File: config.mk
export PLATFORM = sky130hd
export DESIGN_NAME = mem_ram_ctrl
export DESIGN_NICKNAME = d
export VERILOG_FILES = /design/src/rtl/mem_ctrl_pkg.sv /design/src/rtl/mem_ram_ctrl.sv
export SDC_FILE = /design/constraint.sdc
export NUM_CORES = 1
export LEC_CHECK = 0
export ABC_AREA = 1
export BUFFER_PORTS_ARGS = -buffer_cell sky130_fd_sc_hd__buf_2
export CORE_ASPECT_RATIO = 0.75
export CORE_MARGIN = 2
export CORE_UTILIZATION = 56
export CTS_CLUSTER_DIAMETER = 80
export DETAILED_ROUTE_END_ITERATION = 8
export PLACE_DENSITY = 0.81
export SYNTH_ARGS = -nofsm -noshare
export SYNTH_HDL_FRONTEND = slang
export SYNTH_SLANG_ARGS = --single-unit
File: constraint.sdc
create_clock -name clk -period 3.1 [get_ports clk]
set_clock_uncertainty 0.05 [all_clocks]
set_input_delay 0.155 -clock clk [delete_from_list [all_inputs] [get_ports clk]]
set_output_delay 0.155 -clock clk [all_outputs]
set_load 0.03 [all_outputs]
File: src/rtl/mem_ctrl_pkg.sv
// Shared types and sizing for the UART byte-buffer controller.
package mem_ctrl_pkg;

    localparam int DEPTH  = 64;
    localparam int ADDR_W = 6;
    localparam int DATA_W = 8;

    // Carriage return ends a line typed into the UART.
    localparam logic [DATA_W-1:0] TERM_BYTE = 8'h0D;

    typedef enum logic [1:0] {
        ST_LOAD     = 2'd0,
        ST_RD_ISSUE = 2'd1,
        ST_RD_WAIT  = 2'd2,
        ST_PRESENT  = 2'd3
    } state_t;

endpackage

File: src/rtl/mem_ram_ctrl.sv
// Byte-buffer sequencer: stores UART rx bytes in a 64x8 RAM, then plays them
// back in order over a valid/ready port. Owns all RAM addressing.
//
//   state       | meaning
//   ------------+----------------------------------------------------------
//   ST_LOAD     | accepting rx bytes, writing them at address = count
//   ST_RD_ISSUE | ram_addr = rd_ptr is on the RAM port (read issued)
//   ST_RD_WAIT  | ram_rdata valid, captured into out_data
//   ST_PRESENT  | out_valid high, waiting for out_ready
module mem_ram_ctrl
    import mem_ctrl_pkg::*;
#(
    parameter int                DEPTH     = mem_ctrl_pkg::DEPTH,
    parameter int                ADDR_W    = mem_ctrl_pkg::ADDR_W,
    parameter int                DATA_W    = mem_ctrl_pkg::DATA_W,
    parameter int                TERM_EN   = 1,
    parameter logic [DATA_W-1:0] TERM_BYTE = mem_ctrl_pkg::TERM_BYTE
) (
    input  logic              clk,
    input  logic              reset,
    input  logic              rx_valid,
    input  logic [DATA_W-1:0] rx_data,
    input  logic              play_start,
    input  logic              clear,
    input  logic              out_ready,
    output logic              out_valid,
    output logic [DATA_W-1:0] out_data,
    output logic              ram_we,
    output logic [ADDR_W-1:0] ram_addr,
    output logic [DATA_W-1:0] ram_wdata,
    input  logic [DATA_W-1:0] ram_rdata,
    output logic [ADDR_W:0]   count,
    output logic              busy,
    output logic              full,
    output logic              overflow,
    output logic              done
);

    localparam int               CNT_W   = ADDR_W + 1;
    localparam logic [CNT_W-1:0] DEPTH_C = CNT_W'(DEPTH);

    state_t state_q, state_d;

    logic [CNT_W-1:0]  count_q, count_d;
    logic [CNT_W-1:0]  rd_ptr_q, rd_ptr_d;
    logic [CNT_W-1:0]  rd_ptr_nxt;
    logic [ADDR_W-1:0] ram_addr_q, ram_addr_d;
    logic [DATA_W-1:0] ram_wdata_q, ram_wdata_d;
    logic [DATA_W-1:0] out_data_q, out_data_d;
    logic              ram_we_q, ram_we_d;
    logic              out_valid_q, out_valid_d;
    logic              overflow_q, overflow_d;
    logic              done_q, done_d;
    logic              busy_q, busy_d;
    logic              full_q, full_d;

    logic rx_term;
    logic buf_full;
    logic buf_empty;
    logic load_wr;
    logic play_req;
    logic xfer;
    logic last_byte;

    assign rx_term    = (TERM_EN != 0) && (rx_data == TERM_BYTE);
    assign buf_full   = (count_q == DEPTH_C);
    assign buf_empty  = (count_q == '0);
    assign load_wr    = (state_q == ST_LOAD) && rx_valid && !rx_term && !buf_full;
    // A byte arriving together with play_start is written first and is
    // part of the playback, so it also makes an empty buffer playable.
    assign play_req   = (state_q == ST_LOAD) &&
                        ((play_start && (!buf_empty || load_wr)) ||
                         (rx_valid && rx_term && !buf_empty));
    assign xfer       = (state_q == ST_PRESENT) && out_ready;
    assign last_byte  = (rd_ptr_q == count_q - CNT_W'(1));
    assign rd_ptr_nxt = rd_ptr_q + CNT_W'(1);

    // State register.
    always_ff @(posedge clk) begin
        if (reset) begin
            state_q <= ST_LOAD;
        end else begin
            state_q <= state_d;
        end
    end

    // Next-state decode; clear overrides everything.
    always_comb begin
        state_d = state_q;
        if (clear) begin
            state_d = ST_LOAD;
        end else begin
            case (state_q)
                ST_LOAD: begin
                    if (play_req) begin
                        state_d = ST_RD_ISSUE;
                    end
                end
                ST_RD_ISSUE: begin
                    // The RAM port was busy with the final write this cycle,
                    // so the read address goes out one cycle later.
                    if (!ram_we_q) begin
                        state_d = ST_RD_WAIT;
                    end
                end
                ST_RD_WAIT: begin
                    state_d = ST_PRESENT;
                end
                ST_PRESENT: begin
                    if (xfer) begin
                        state_d = last_byte ? ST_LOAD : ST_RD_ISSUE;
                    end
                end
                default: begin
                    state_d = ST_LOAD;
                end
            endcase
        end
    end

    // Output and datapath next values: counters, RAM port, playback port.
    always_comb begin
        count_d     = count_q;
        rd_ptr_d    = rd_ptr_q;
        ram_addr_d  = ram_addr_q;
        ram_wdata_d = ram_wdata_q;
        ram_we_d    = 1'b0;
        out_data_d  = out_data_q;
        out_valid_d = out_valid_q;
        overflow_d  = overflow_q;
        done_d      = 1'b0;

        if (clear) begin
            count_d     = '0;
            rd_ptr_d    = '0;
            ram_addr_d  = '0;
            out_valid_d = 1'b0;
            overflow_d  = 1'b0;
        end else begin
            // Drop a byte when not loading, or when the buffer is full and
            // the byte is data (a terminator at full just starts playback).
            if (rx_valid && ((state_q != ST_LOAD) || (!rx_term && buf_full))) begin
                overflow_d = 1'b1;
            end

            case (state_q)
                ST_LOAD: begin
                    if (load_wr) begin
                        ram_we_d    = 1'b1;
                        ram_addr_d  = count_q[ADDR_W-1:0];
                        ram_wdata_d = rx_data;
                        count_d     = count_q + CNT_W'(1);
                    end else if (play_req) begin
                        ram_addr_d = rd_ptr_q[ADDR_W-1:0];
                    end
                end
                ST_RD_ISSUE: begin
                    if (ram_we_q) begin
                        ram_addr_d = rd_ptr_q[ADDR_W-1:0];
                    end
                end
                ST_RD_WAIT: begin
                    out_data_d  = ram_rdata;
                    out_valid_d = 1'b1;
                end
                ST_PRESENT: begin
                    if (xfer) begin
                        out_valid_d = 1'b0;
                        if (last_byte) begin
                            done_d   = 1'b1;
                            count_d  = '0;
                            rd_ptr_d = '0;
                        end else begin
                            rd_ptr_d   = rd_ptr_nxt;
                            ram_addr_d = rd_ptr_nxt[ADDR_W-1:0];
                        end
                    end
                end
                default: begin
                end
            endcase
        end

        busy_d = (state_d != ST_LOAD);
        full_d = (count_d == DEPTH_C);
    end

    // Datapath and output registers.
    always_ff @(posedge clk) begin
        if (reset) begin
            count_q     <= '0;
            rd_ptr_q    <= '0;
            ram_addr_q  <= '0;
            ram_wdata_q <= '0;
            ram_we_q    <= 1'b0;
            out_data_q  <= '0;
            out_valid_q <= 1'b0;
            overflow_q  <= 1'b0;
            done_q      <= 1'b0;
            busy_q      <= 1'b0;
            full_q      <= 1'b0;
        end else begin
            count_q     <= count_d;
            rd_ptr_q    <= rd_ptr_d;
            ram_addr_q  <= ram_addr_d;
            ram_wdata_q <= ram_wdata_d;
            ram_we_q    <= ram_we_d;
            out_data_q  <= out_data_d;
            out_valid_q <= out_valid_d;
            overflow_q  <= overflow_d;
            done_q      <= done_d;
            busy_q      <= busy_d;
            full_q      <= full_d;
        end
    end

    assign out_valid = out_valid_q;
    assign out_data  = out_data_q;
    assign ram_we    = ram_we_q;
    assign ram_addr  = ram_addr_q;
    assign ram_wdata = ram_wdata_q;
    assign count     = count_q;
    assign busy      = busy_q;
    assign full      = full_q;
    assign overflow  = overflow_q;
    assign done      = done_q;

endmodule

### Word level (Yosys, flattened, before mapping)

Cells that the tools add are included.

| operators by class | value |
|---|---|
| $add $sub $neg | 3 |
| equality and inequality tests | 11 |
| muxes and demuxes | 22 |
| bitwise gates (word level) | 4 |
| reduce and logical (&&, ||, !) cells | 30 |

Operators with widths:

| kind | count |
|---|---|
| $mux W7 | 5 |
| $mux W6 | 5 |
| $pmux W6 S3 | 1 |
| $add A7 B1 Y7 const B | 2 |
| $eq A7 B7 Y1 const B | 2 |
| $pmux W7 S2 | 1 |
| $logic_and A1 B1 Y1 | 10 |
| $eq A8 B4 Y1 const B | 1 |
| $mux W2 | 4 |
| $pmux W2 S4 | 1 |
| $eq A7 B7 Y1 | 1 |
| $logic_not A7 Y1 | 1 |
| $sub A7 B1 Y7 const B | 1 |
| $ne A2 B2 Y1 const B | 3 |
| $reduce_and A2 Y1 | 3 |
| $reduce_bool A2 Y1 | 3 |
| $reduce_and A5 Y1 | 1 |
| $eq A2 B2 Y1 const B | 2 |
| $mux W1 | 4 |
| $not A1 Y1 | 4 |
| $reduce_or A4 Y1 | 1 |
| $logic_not A1 Y1 | 3 |
| $logic_or A1 B1 Y1 | 3 |
| $ne A3 B3 Y1 const B | 1 |
| other kinds (7) | 7 |

| storage, ports and cells | value |
|---|---|
| flip-flop bits (word level) | 44 |
| bits of input ports | 22 |
| output and inout bits | 35 |
| word-level logic and storage cells | 82 |

### Logic depth before layout (Yosys ltp)

Gate-level depths: netlist of run 1.

| depth | value |
|---|---|
| word-level depth | 12 |
| mapped depth | 17 |
| depth with buffers taken out | 17 |

### Least setup slack after synthesis of run 1

OpenSTA, ideal clock, no wires.

| timing | value |
|---|---|
| path type | reg-to-reg |
| start point | reg count_q[0], in the netlist count[0] |
| end point | reg ram_addr_q[2], in the netlist ram_addr[2] |
| setup time | 0.113 ns |
| data arrival time | 2.023 ns |
| data required time | 2.937 ns |
| setup slack | 0.914 ns |
| cell stages (with the launch flop) | 15 |
| path buffers | 0 |
| period minus slack after synthesis | 2.186 ns |
| path through | dfxtp_1 > inv_2 > ha_1 > nand2_1 > inv_1 > nor2_1 > nand2_1 > nor2_1 > nand2_1 > nor2_4 > nand3_1 > nand2_4 > clkinv_2 > nor2_1 > nor2_1 |

| on the way | value |
|---|---|
| longest elaborated chain between the ends | 9 |
| elaborated cells on any way between the ends | 17 |
| classes of those cells | add/sub (1); eq/ne (4); mux (2); reduce/logical (10) |

RTL lines:

| element | line | RTL |
|---|---|---|
| start, declared | mem_ram_ctrl.sv:44 | `logic [CNT_W-1:0] count_q, count_d;` |
| start signal, assigned | mem_ram_ctrl.sv:203 | `count_q <= count_d;` |
| branches (longest 9 deep; another with $sub A7 B1 Y7) | n/a |  |
| end signal, assigned | mem_ram_ctrl.sv:205 | `ram_addr_q <= ram_addr_d;` |
| end, declared | mem_ram_ctrl.sv:47 | `logic [ADDR_W-1:0] ram_addr_q, ram_addr_d;` |

Several ways; the timed one is not identified.
A chain may end at the register's enable or synchronous reset.

### Worst setup path in the final report of run 1

| timing | value |
|---|---|
| start point | reg count_q[0], in the netlist count[0] |
| end point | reg ram_addr_q[5], in the netlist ram_addr[5] |

The elaborated chain is that of the path after synthesis.

==> results.py, run 1 <==
metrics = {
    "synthesis": {
        "synth_cells": 421,
        "ys_seq_elements": 44,
        "ys_seq_area_share_pct": 32.09,
        "synth_nets": 451,
        "synth.avg_cell_area_um2": 6.521,
        "syn-cell-area_mm2": 0.002745,
        "synth_cell_types": 34,
        "synth_warnings": 0,
    },
    "timing": {
        "worstMarginPinSlew_ns": 0.5769,
        "period_needed_ns": 2.351,
        "final-setup-viol-count": 0,
        "drv_slew": 0,
        "rsz0062_at_grt": "no",
        "tns_ns": 0,
        "hold_viol": 0,
        "relSlewSlack_pct": 61.54,
        "post-route-period-util_pct": 75.85,
        "fmax_ghz": 0.4253,
        "holdWs_ns": 0.04116,
    },
    "setup_path": {
        "r2r_slack_ns": 0.75,
        "crit_chain": "inv_2, ha_1, nand2_1, nor2_4, nand2_4, nand3_4, nand2_1, a21oi_2, a21oi_4, nand2_4, clkinv_2, nor2_1, nor2_1",
        "worst-path-buf-inv": 2,
        "cp_slowest_cell": "dfxtp_1",
        "critPathKind": "flop to flop",
        "cp_data_arrival_time_ns": 2.51,
        "cp.required_ns": 3.26,
        "worstSetupStartpointType": "flop",
        "cpPeakStageDelay_ns": 0.37,
        "crit_path_end_kind": "flop",
        "crit_fanout": 21,
        "path_delay_family": "simple AND/OR/NAND/NOR gates",
    },
    "placement": {
        "gp_congestion": 0.9000,
        "dp_hpwl_um": 5343,
        "port_buffers": 56,
    },
    "route": {
        "wl_met1_um": 3334,
        "wl_met3_um": 507,
        "drc": 0,
        "top_layer_used": "met4",
        "dr_wl_met2_um": 2943,
        "ant_nets": 0,
        "drt_iter0_markers": 213,
        "wl_per_cell_um": 12.78,
        "avgViaCountPerCell": 5.242,
        "first_pass_iters": 4,
        "drt-total-wl_um": 6826,
        "vias": 2799,
    },
    "power_and_ir_drop": {
        "comb_power_share_pct": 33.4,
        "ir_drop_uv": 245.8,
        "p_int_w": 0.001048,
        "seq_power_share_pct": 38.3,
        "power.leakage_nw": 1.619,
        "p_sw_share_pct": 37.05,
        "p_per_area_mw_per_mm2": 528.7,
        "p_clk_share_pct": 28.3,
        "p_sw_w": 0.0006169,
    },
    "cells_and_area": {
        "syn_to_final_growth_pct": 14.72,
        "drive_gt1_share_pct": 20.46,
        "nNetsFinal": 503,
        "final_util_pct": 65.38,
        "final_common_cell": "nand2_1",
        "final_cell_mix": "102 x nand2_1, 71 x nor2_1, 56 x buf_2",
        "antenna_cells": 0,
    },
    "clock_tree": {
        "cts_sinks": 44,
        "numCtsBuffers": 5,
        "hold_buffers": 0,
        "clk_latency_ns": 0.30,
        "htree_num_levels": 2,
        "cts_buffer_depth": 2,
        "post_cts_resize_count": 0,
        "path_clk_slew_ns": 0.09,
        "cts_root_buf": "clkbuf_8",
        "tritoncts": "yes",
        "post_cts_buffers": 0,
    },
    "die": {
        "die_area_mm2": 0.005484,
        "core_mm2": 0.004817,
        "start_util_pct": 56.99,
        "io_pins": 57,
        "dieWidth_um": 84.85,
        "rows": 22,
        "die_h_um": 64.64,
    },
    "hold_path": {
        "min_path_type": "primary input to flop",
    },
    "global_route": {
        "antenna_found_initial": 0,
        "grt_first_pass_wirelength_um": 11490,
        "grt_max_degree": 22,
        "grt_remaining_overflow": 0,
        "globalRouteTotalUtil_pct": 26.20,
        "grt_pass1_vias": 2478,
    },
    "status": {
        "outcome": "completed",
    },
    "run": {
        "drv_cap": 0,
    },
}
==> Yosys cell counts <==
library cell	instances	area share, %
clkbuf_1	4	0.55
nor2_2	3	0.68
dfxtp_1	44	32
buf_2	4	0.73
a21oi_1	17	3.1
or3b_2	1	0.32
nand3_2	1	0.36
nor3_1	3	0.55
a21oi_2	2	0.64
inv_4	1	0.23
nor2_4	5	2.1
nand3_1	36	6.6
buf_6	5	2.1
inv_1	45	6.2
nand2_1	102	14
nand3_4	2	1.3
o32ai_1	3	0.96
nor2_1	71	9.7
o22ai_1	2	0.46
o211ai_1	6	1.6
xor2_1	8	2.6
a21oi_4	1	0.59
ha_1	8	3.6
xnor2_1	1	0.32
inv_2	5	0.68
buf_1	1	0.14
or2_2	2	0.46
o21ai_0	23	4.2
nand2_4	2	0.82
o21ai_1	4	0.73
clkinv_1	2	0.27
clkinv_2	1	0.18
nand2_2	4	0.91
nand4_1	2	0.46
==> cells by family after synthesis <==
family | share of synthesized area (%)
buf+inv | 10.98
compound gates | 12.31
xor+xnor | 2.872
flops | 32.09
simple gates | 38.10
fa+ha+maj | 3.646
==> routing by layer <==
metal / up-vias / track usage [%]
met5: - / 0
met2: 83 / 40.55
met1: 1285 / 37.26
li1: 1427 / -
met3: 4 / 6.624
met4: 0 / 5.159
==> registers in the layout (all words and copies together) (netlist names) <==
register / count
state_q: 2
busy: 1
count: 7
done: 1
overflow: 1
out_valid: 1
ram_wdata: 8
full: 1
ram_addr: 6
out_data: 8
rd_ptr_q: 7
ram_we: 1
==> tightest hold or removal path, stage by stage <==
cell and delay, ns:
buf_2 0.09, nor2_1 0.04, nor2_1 0.08
==> metrics by stage <==
step | total power [W] | instances | setup WS (ns) | cell area [um2]
after floorplan | 0.001085 | 421 | 0.9136 | 2745
after global placement | 0.001197 | 526 | 0.8344 | 3028
after detailed placement | 0.001201 | 526 | 0.7678 | 3028
after CTS | 0.001667 | 534 | 0.7450 | 3149
after global routing | 0.001766 | 534 | 0.5132 | 3149
final | 0.001665 | 534 | 0.7485 | 3149
==> area by class of cell <==
cell class / count / area (um2)
sequential: 44 / 880.8
multi-input combinational: 309 / 1563
fill: 451 / 1668
inverter: 54 / 206.4
clock inverter: 2 / 38.79
tap: 60 / 75.07
timing repair buffer: 59 / 302.8
clock buffer: 6 / 82.58
==> path summary, 6_finish.rpt <==
kind,start,endpoint,cells past startpoint
max,count[0],ram_addr[5],13
max reg2reg,count[0],ram_addr[5],13
min,rx_data[5],ram_wdata[5],3
min reg2reg,ram_addr[0],ram_addr[0],2
==> power groups by stage <==
stage	clock network, W	logic [W]	registers, W
2_1_floorplan	0	0.000373	0.000713
3_3_place_gp	0	0.000547	0.000650
3_5_place_dp	0	0.000551	0.000650
4_1_cts	0.000476	0.000554	0.000637
5_1_grt	0.000503	0.000620	0.000643
6_report	0.000472	0.000556	0.000637
Power figures use the tool's default switching activity.
==> inputs of run 2 (changes only) <==
--- a/config.mk
+++ b/config.mk
@@ -5,14 +5,14 @@
 export SDC_FILE = /design/constraint.sdc
 export NUM_CORES = 1
 export LEC_CHECK = 0
-export ABC_AREA = 1
+export ABC_AREA = 0
 export BUFFER_PORTS_ARGS = -buffer_cell sky130_fd_sc_hd__buf_2
 export CORE_ASPECT_RATIO = 0.75
 export CORE_MARGIN = 2
-export CORE_UTILIZATION = 56
+export CORE_UTILIZATION = 54
 export CTS_CLUSTER_DIAMETER = 80
 export DETAILED_ROUTE_END_ITERATION = 8
-export PLACE_DENSITY = 0.81
+export PLACE_DENSITY = 0.8
 export SYNTH_ARGS = -nofsm -noshare
 export SYNTH_HDL_FRONTEND = slang
 export SYNTH_SLANG_ARGS = --single-unit
==> constraint.sdc (replaced) <==
create_clock -name clk -period 2.3 [get_ports clk]
set_clock_uncertainty 0.05 [all_clocks]
set_input_delay 0.115 -clock clk [delete_from_list [all_inputs] [get_ports clk]]
set_output_delay 0.115 -clock clk [all_outputs]
set_load 0.03 [all_outputs]
==> results.py, run 2 <==
metrics = {
    "synthesis": {
        "synth.avg_cell_area_um2": 8.381,
        "async_reset_ff_share_pct": 0,
        "synth.most_common_cell": "dfxtp_1",
        "yosys-top-cells-count": "44 x dfxtp_1, 37 x nor2_1, 19 x a21oi_1, 19 x mux2i_1, 17 x clkbuf_1",
        "synth_top_area_share_pct": 35.99,
        "ys_top_cells_by_area": "dfxtp_1 36%, mux2i_1 7.8%, nor2_1 5.7%",
        "ys_seq_elements": 44,
        "synthFlopType": "dfxtp_1",
        "synth_nets": 322,
        "synth_edf_count": 0,
        "synth_cell_types": 53,
        "synth_cells": 292,
        "yosysTopAreaCell": "dfxtp_1",
        "synth_warnings": 0,
        "ys_seq_area_share_pct": 35.99,
        "syn-cell-area_mm2": 0.002447,
    },
    "die": {
        "start_util_pct": 55.44,
        "io_pins": 57,
        "rows": 21,
        "dieWidth_um": 81.74,
        "core_mm2": 0.004414,
        "die_h_um": 62.30,
        "die_area_mm2": 0.005092,
    },
    "timing": {
        "period_needed_ns": 2.518,
        "hold_viol": 0,
        "setup_ws_ns": -0.2183,
        "drv_slew": 0,
        "worstMarginPinSlew_ns": 0.5652,
        "post-route-period-util_pct": 109.5,
        "rsz0062_at_grt": "yes",
        "fmax_ghz": 0.3971,
        "final-setup-viol-count": 12,
        "relSlewSlack_pct": 61.98,
    },
    "clock_tree": {
        "cts_buffer_depth": 2,
        "htree_num_levels": 2,
        "clk_latency_ns": 0.30,
        "path_clk_slew_ns": 0.09,
        "cts_sinks": 44,
        "cts_root_buf": "clkbuf_8",
        "tritoncts": "yes",
        "numCtsBuffers": 5,
    },
    "run": {
        "drv_cap": 0,
    },
    "setup_path": {
        "cpPeakStageDelay_ns": 0.44,
        "cp.required_ns": 2.47,
        "path_delay_family": "simple AND/OR/NAND/NOR gates",
        "critPathKind": "flop to flop",
        "crit_chain": "or3_4, or4_4, a211oi_4, a31oi_4, o21ai_0, nand3_1, nor4_2",
        "crit_fanout": 4,
        "r2r_slack_ns": -0.22,
        "cp_data_arrival_time_ns": 2.68,
        "cp_slowest_cell": "or4_4",
        "worst-path-buf-inv": 0,
        "worstSetupStartpointType": "flop",
        "crit_path_end_kind": "flop",
    },
    "route": {
        "drt-total-wl_um": 7852,
        "avgViaCountPerCell": 6.043,
        "drt_iter0_markers": 321,
        "drc": 0,
        "wl_per_cell_um": 17.76,
        "first_pass_iters": 5,
        "ant_nets": 0,
        "vias": 2671,
    },
    "placement": {
        "dp.cells": 430,
        "dp_hpwl_um": 5475,
        "port_buffers": 56,
        "gp_congestion": 0.8953,
    },
    "global_route": {
        "grt_remaining_overflow": 0,
        "grt_first_pass_wirelength_um": 12100,
        "grt_max_degree": 24,
        "antenna_found_initial": 0,
        "grt_pass1_vias": 2449,
        "globalRouteTotalUtil_pct": 31.19,
    },
    "power_and_ir_drop": {
        "power.leakage_nw": 1.535,
        "comb_power_share_pct": 22.4,
        "p_sw_w": 0.0005239,
        "p_int_w": 0.001153,
        "seq_power_share_pct": 47.4,
        "p_sw_share_pct": 31.24,
        "p_clk_share_pct": 30.1,
        "p_total_w": 0.001677,
        "p_per_area_mw_per_mm2": 497.3,
        "ir_drop_uv": 402.3,
    },
    "cells_and_area": {
        "syn_to_final_growth_pct": 37.78,
        "drive_gt1_share_pct": 38.96,
        "final_common_cell": "buf_2",
        "final_cell_mix": "56 x buf_2, 42 x buf_4, 40 x dfxtp_1",
        "final_cells": 442,
        "nNetsFinal": 414,
        "antenna_cells": 0,
    },
    "status": {
        "outcome": "complete, but fails checks",
        "violations": "setup timing",
    },
    "hold_path": {
        "min_path_type": "primary input to flop",
    },
}
-- run 2: what timing repair did --
item | CTS | global route
pin swaps | 11 | 8
hold buffers | 2 | 0
gates resized for setup | 25 | 18
buffers inserted | 1 | 1
endpoints found under the hold margin | 2 | 0
endpoints found under the setup margin | 11 | 24
gates cloned | 1 | 0
-- run 2: per-stage QoR --
step	setup TNS (ns)	hold WS (ns)	setup slack, ns	util, %	cell area, um2
after global placement	-0.3601	0.2994	-0.1268	69.90	3085
final	-1.128	0.004475	-0.2183	76.39	3372
after CTS	-0.8936	0.009149	-0.1839	75.20	3319
after global routing	-1.718	0.01219	-0.2671	76.39	3372
after detailed placement	-1.112	0.3131	-0.2409	69.90	3085
after floorplan	-1.633	0.1984	-0.2414	-	2477
-- run 2: area by class of cell --
cell class | instances | area [um2]
clock buffers | 5 | 68.82
clock inverters | 3 | 23.77
repair buffers | 104 | 669.4
fillers | 309 | 1042
flip-flops and latches | 44 | 888.4
well taps | 57 | 71.32
multi-input cells | 220 | 1617
inverters | 9 | 33.78
-- run 2: cell families after synthesis --
kind of cell    Yosys count  synth area share, %
mux                      20                8.231
buf+inv                  29                4.857
fa+ha+maj                 8                4.090
flops                    44                35.99
compound gates           72                19.84
xor+xnor                 13                4.652
simple gates            106                22.34
-- run 2: worst paths after layout --
| path | startpoint | endpoint | cells past startpoint |
|---|---|---|---|
| worst min register to register | overflow | overflow | 2 |
| worst max-delay path | count[3] | full | 7 |
| worst max register to register | count[3] | full | 7 |
| worst min-delay path | ram_rdata[6] | out_data[6] | 3 |
-- run 2: worst min-delay path, cell delays in order --
cell and delay [ns]:
buf_2 0.08, mux2i_1 0.06, nor2_1 0.07
-- run 2: metal layers --
metal  up-vias  GRT usage, %  part of all wire, %
met2       152         46.24                   46
li1       1240             -                    -
met4         0         12.50                  3.0
met5         -             0                    0
met3        21         6.541                  8.8
met1      1258         43.89                   42
-- run 2: power groups by stage --
stage / combinational, W / clock (W) / sequential, W
6_report: 0.000376 / 0.000505 / 0.000796
5_1_grt: 0.000401 / 0.000544 / 0.000799
4_1_cts: 0.000358 / 0.000509 / 0.000796
3_5_place_dp: 0.000321 / 0 / 0.000813
3_3_place_gp: 0.000311 / 0 / 0.000811
2_1_floorplan: 0.000156 / 0 / 0.000852
==> inputs of run 3 (changes only) <==
--- a/config.mk
+++ b/config.mk
@@ -9,10 +9,11 @@
 export BUFFER_PORTS_ARGS = -buffer_cell sky130_fd_sc_hd__buf_2
 export CORE_ASPECT_RATIO = 0.75
 export CORE_MARGIN = 2
-export CORE_UTILIZATION = 54
+export CORE_UTILIZATION = 56
+export CTS_BUF_LIST = sky130_fd_sc_hd__clkbuf_4
 export CTS_CLUSTER_DIAMETER = 80
 export DETAILED_ROUTE_END_ITERATION = 8
-export PLACE_DENSITY = 0.8
+export PLACE_DENSITY = 0.83
 export SYNTH_ARGS = -nofsm -noshare
 export SYNTH_HDL_FRONTEND = slang
 export SYNTH_SLANG_ARGS = --single-unit
==> results.py, run 3 (synthesis results as in run 2) <==
metrics = {
    "route": {
        "ant_nets": 0,
        "wl_met1_um": 3474,
        "drt-total-wl_um": 9950,
        "vias": 3078,
        "drt_iter0_markers": 912,
        "top_layer_used": "met4",
        "wl_met3_um": 1380,
        "drc": 91,
        "avgViaCountPerCell": 6.721,
        "first_pass_iters": 9,
        "dr_wl_met2_um": 4343,
        "wl_per_cell_um": 21.72,
    },
    "global_route": {
        "globalRouteTotalUtil_pct": 35.03,
        "grt_pass1_vias": 2592,
        "grt_remaining_overflow": 0,
        "antenna_found_initial": 0,
        "grt_first_pass_wirelength_um": 12920,
        "grt_max_degree": 24,
    },
    "setup_path": {
        "r2r_cells": 11,
        "cp_data_arrival_time_ns": 2.88,
        "crit_path_end_kind": "flop",
        "crit_fanout": 6,
        "worstSetupStartpointType": "flop",
        "r2r_slack_ns": -0.37,
        "cp.required_ns": 2.51,
        "critPathKind": "flop to flop",
    },
    "cells_and_area": {
        "nNetsFinal": 432,
        "fin_area_mm2": 0.003538,
        "final_cell_mix": "56 x buf_2, 46 x buf_4, 39 x dfxtp_1",
        "final_common_cell": "buf_2",
        "syn_to_final_growth_pct": 44.58,
        "drive_gt1_share_pct": 37.97,
        "fill_cells": 211,
        "final_cells": 458,
        "antenna_cells": 0,
    },
    "clock_tree": {
        "tritoncts": "yes",
        "path_clk_slew_ns": 0.13,
        "cts_root_buf": "clkbuf_4",
        "clk_latency_ns": 0.38,
        "numCtsBuffers": 5,
        "cts_buffer_depth": 2,
        "cts_sinks": 44,
        "htree_num_levels": 2,
    },
    "status": {
        "outcome": "complete, but fails checks",
        "violations": "DRC, setup timing",
    },
    "die": {
        "core_mm2": 0.004129,
        "rows": 20,
        "die_h_um": 61.25,
        "start_util_pct": 59.27,
        "io_pins": 57,
        "dieWidth_um": 80.34,
        "die_area_mm2": 0.004921,
    },
    "placement": {
        "dp_hpwl_um": 5285,
        "gp_congestion": 0.9271,
        "port_buffers": 56,
        "dp.cells": 426,
        "placed_cell_area_mm2": 0.003068,
    },
    "hold_path": {
        "min_path_type": "primary input to flop",
        "holdPathStages": 3,
    },
    "timing": {
        "fmax_ghz": 0.3742,
        "final-setup-viol-count": 26,
        "rsz0062_at_grt": "yes",
        "drv_slew": 0,
        "relSlewSlack_pct": 63.66,
        "post-route-period-util_pct": 116.2,
        "setup_ws_ns": -0.3720,
        "hold_viol": 0,
        "period_needed_ns": 2.672,
        "worstMarginPinSlew_ns": 0.5375,
    },
    "power_and_ir_drop": {
        "power.leakage_nw": 1.631,
        "ir_drop_uv": 406.6,
        "p_per_area_mw_per_mm2": 484.0,
    },
    "run": {
        "drv_cap": 0,
    },
}
[run 3: cell types whose count changed in the layout (fill, tap and decap cells not counted), sizes merged]
cell / previous run / this run
dlygate4sd3: 2 / 16
clkbuf: 5 / 6
bufinv: 0 / 1
buf: 102 / 106
clkinvlp: 2 / 0
[run 3: final timing paths]
check | start | endpoint
setup / recovery | count[0] | ram_addr[0]
hold / removal | rx_valid | overflow
setup reg to reg | count[0] | ram_addr[0]
hold reg to reg | out_data[6] | out_data[6]
[run 3: final cells by class]
class	instances	area [um2]	area share [%]
timing repair buffer	122	839.6	23.73
clock inverter	2	35.03	0.9901
multi-input combinational	220	1627	45.97
sequential	44	889.6	25.14
clock buffer	6	45.04	1.273
tap	55	68.82	1.945
inverter	9	33.78	0.9547
[run 3: stage by stage]
step	hold slack [ns]	util (%)	power (W)	setup TNS (ns)	setup slack [ns]
6_report	0.01680	85.70	0.001712	-5.574	-0.3720
5_1_grt	0.01813	85.70	0.001761	-5.447	-0.3921
2_1_floorplan	0.1984	-	0.001009	-1.633	-0.2414
4_1_cts	0.02076	82.06	0.001658	-1.897	-0.2301
3_5_place_dp	0.3157	74.30	0.001128	-1.304	-0.2554
3_3_place_gp	0.2979	74.30	0.001117	-0.5933	-0.1607
[run 3: where the power goes]
| part | switching [W] | total [W] | internal (W) |
|---|---|---|---|
| Clock | 0.000269 | 0.000509 | 0.000240 |
| Combinational | 0.000235 | 0.000403 | 0.000168 |
| Sequential | 0.0000162 | 0.000800 | 0.000784 |
| Total | 0.000521 | 0.00171 | 0.00119 |
[run 3: per-layer routing]
metal | global-route usage, % | up-vias
met5 | 0 | -
met4 | 12.35 | 0
met3 | 7.185 | 113
met2 | 60.60 | 318
met1 | 44.46 | 1378
li1 | - | 1269
[run 3: critical path, cell delays in order (launching register included)]
cell	delay, ns
dfxtp_2	0.42
inv_1	0.09
ha_2	0.22
xor2_1	0.33
o211ai_1	0.20
a211oi_4	0.37
buf_4	0.18
buf_6	0.10
a21boi_4	0.07
o221a_4	0.32
mux2i_1	0.16
nor2_1	0.05
[run 3: timing repair]
item                                   in CTS  in global routing
hold buffers                               16                  0
buffers inserted                            2                  5
endpoints found under the hold margin      16                  0
pin swaps                                   6                 11
gates resized for setup                    12                 31
setup endpoints to repair                  13                 31
gates cloned                                1                  0
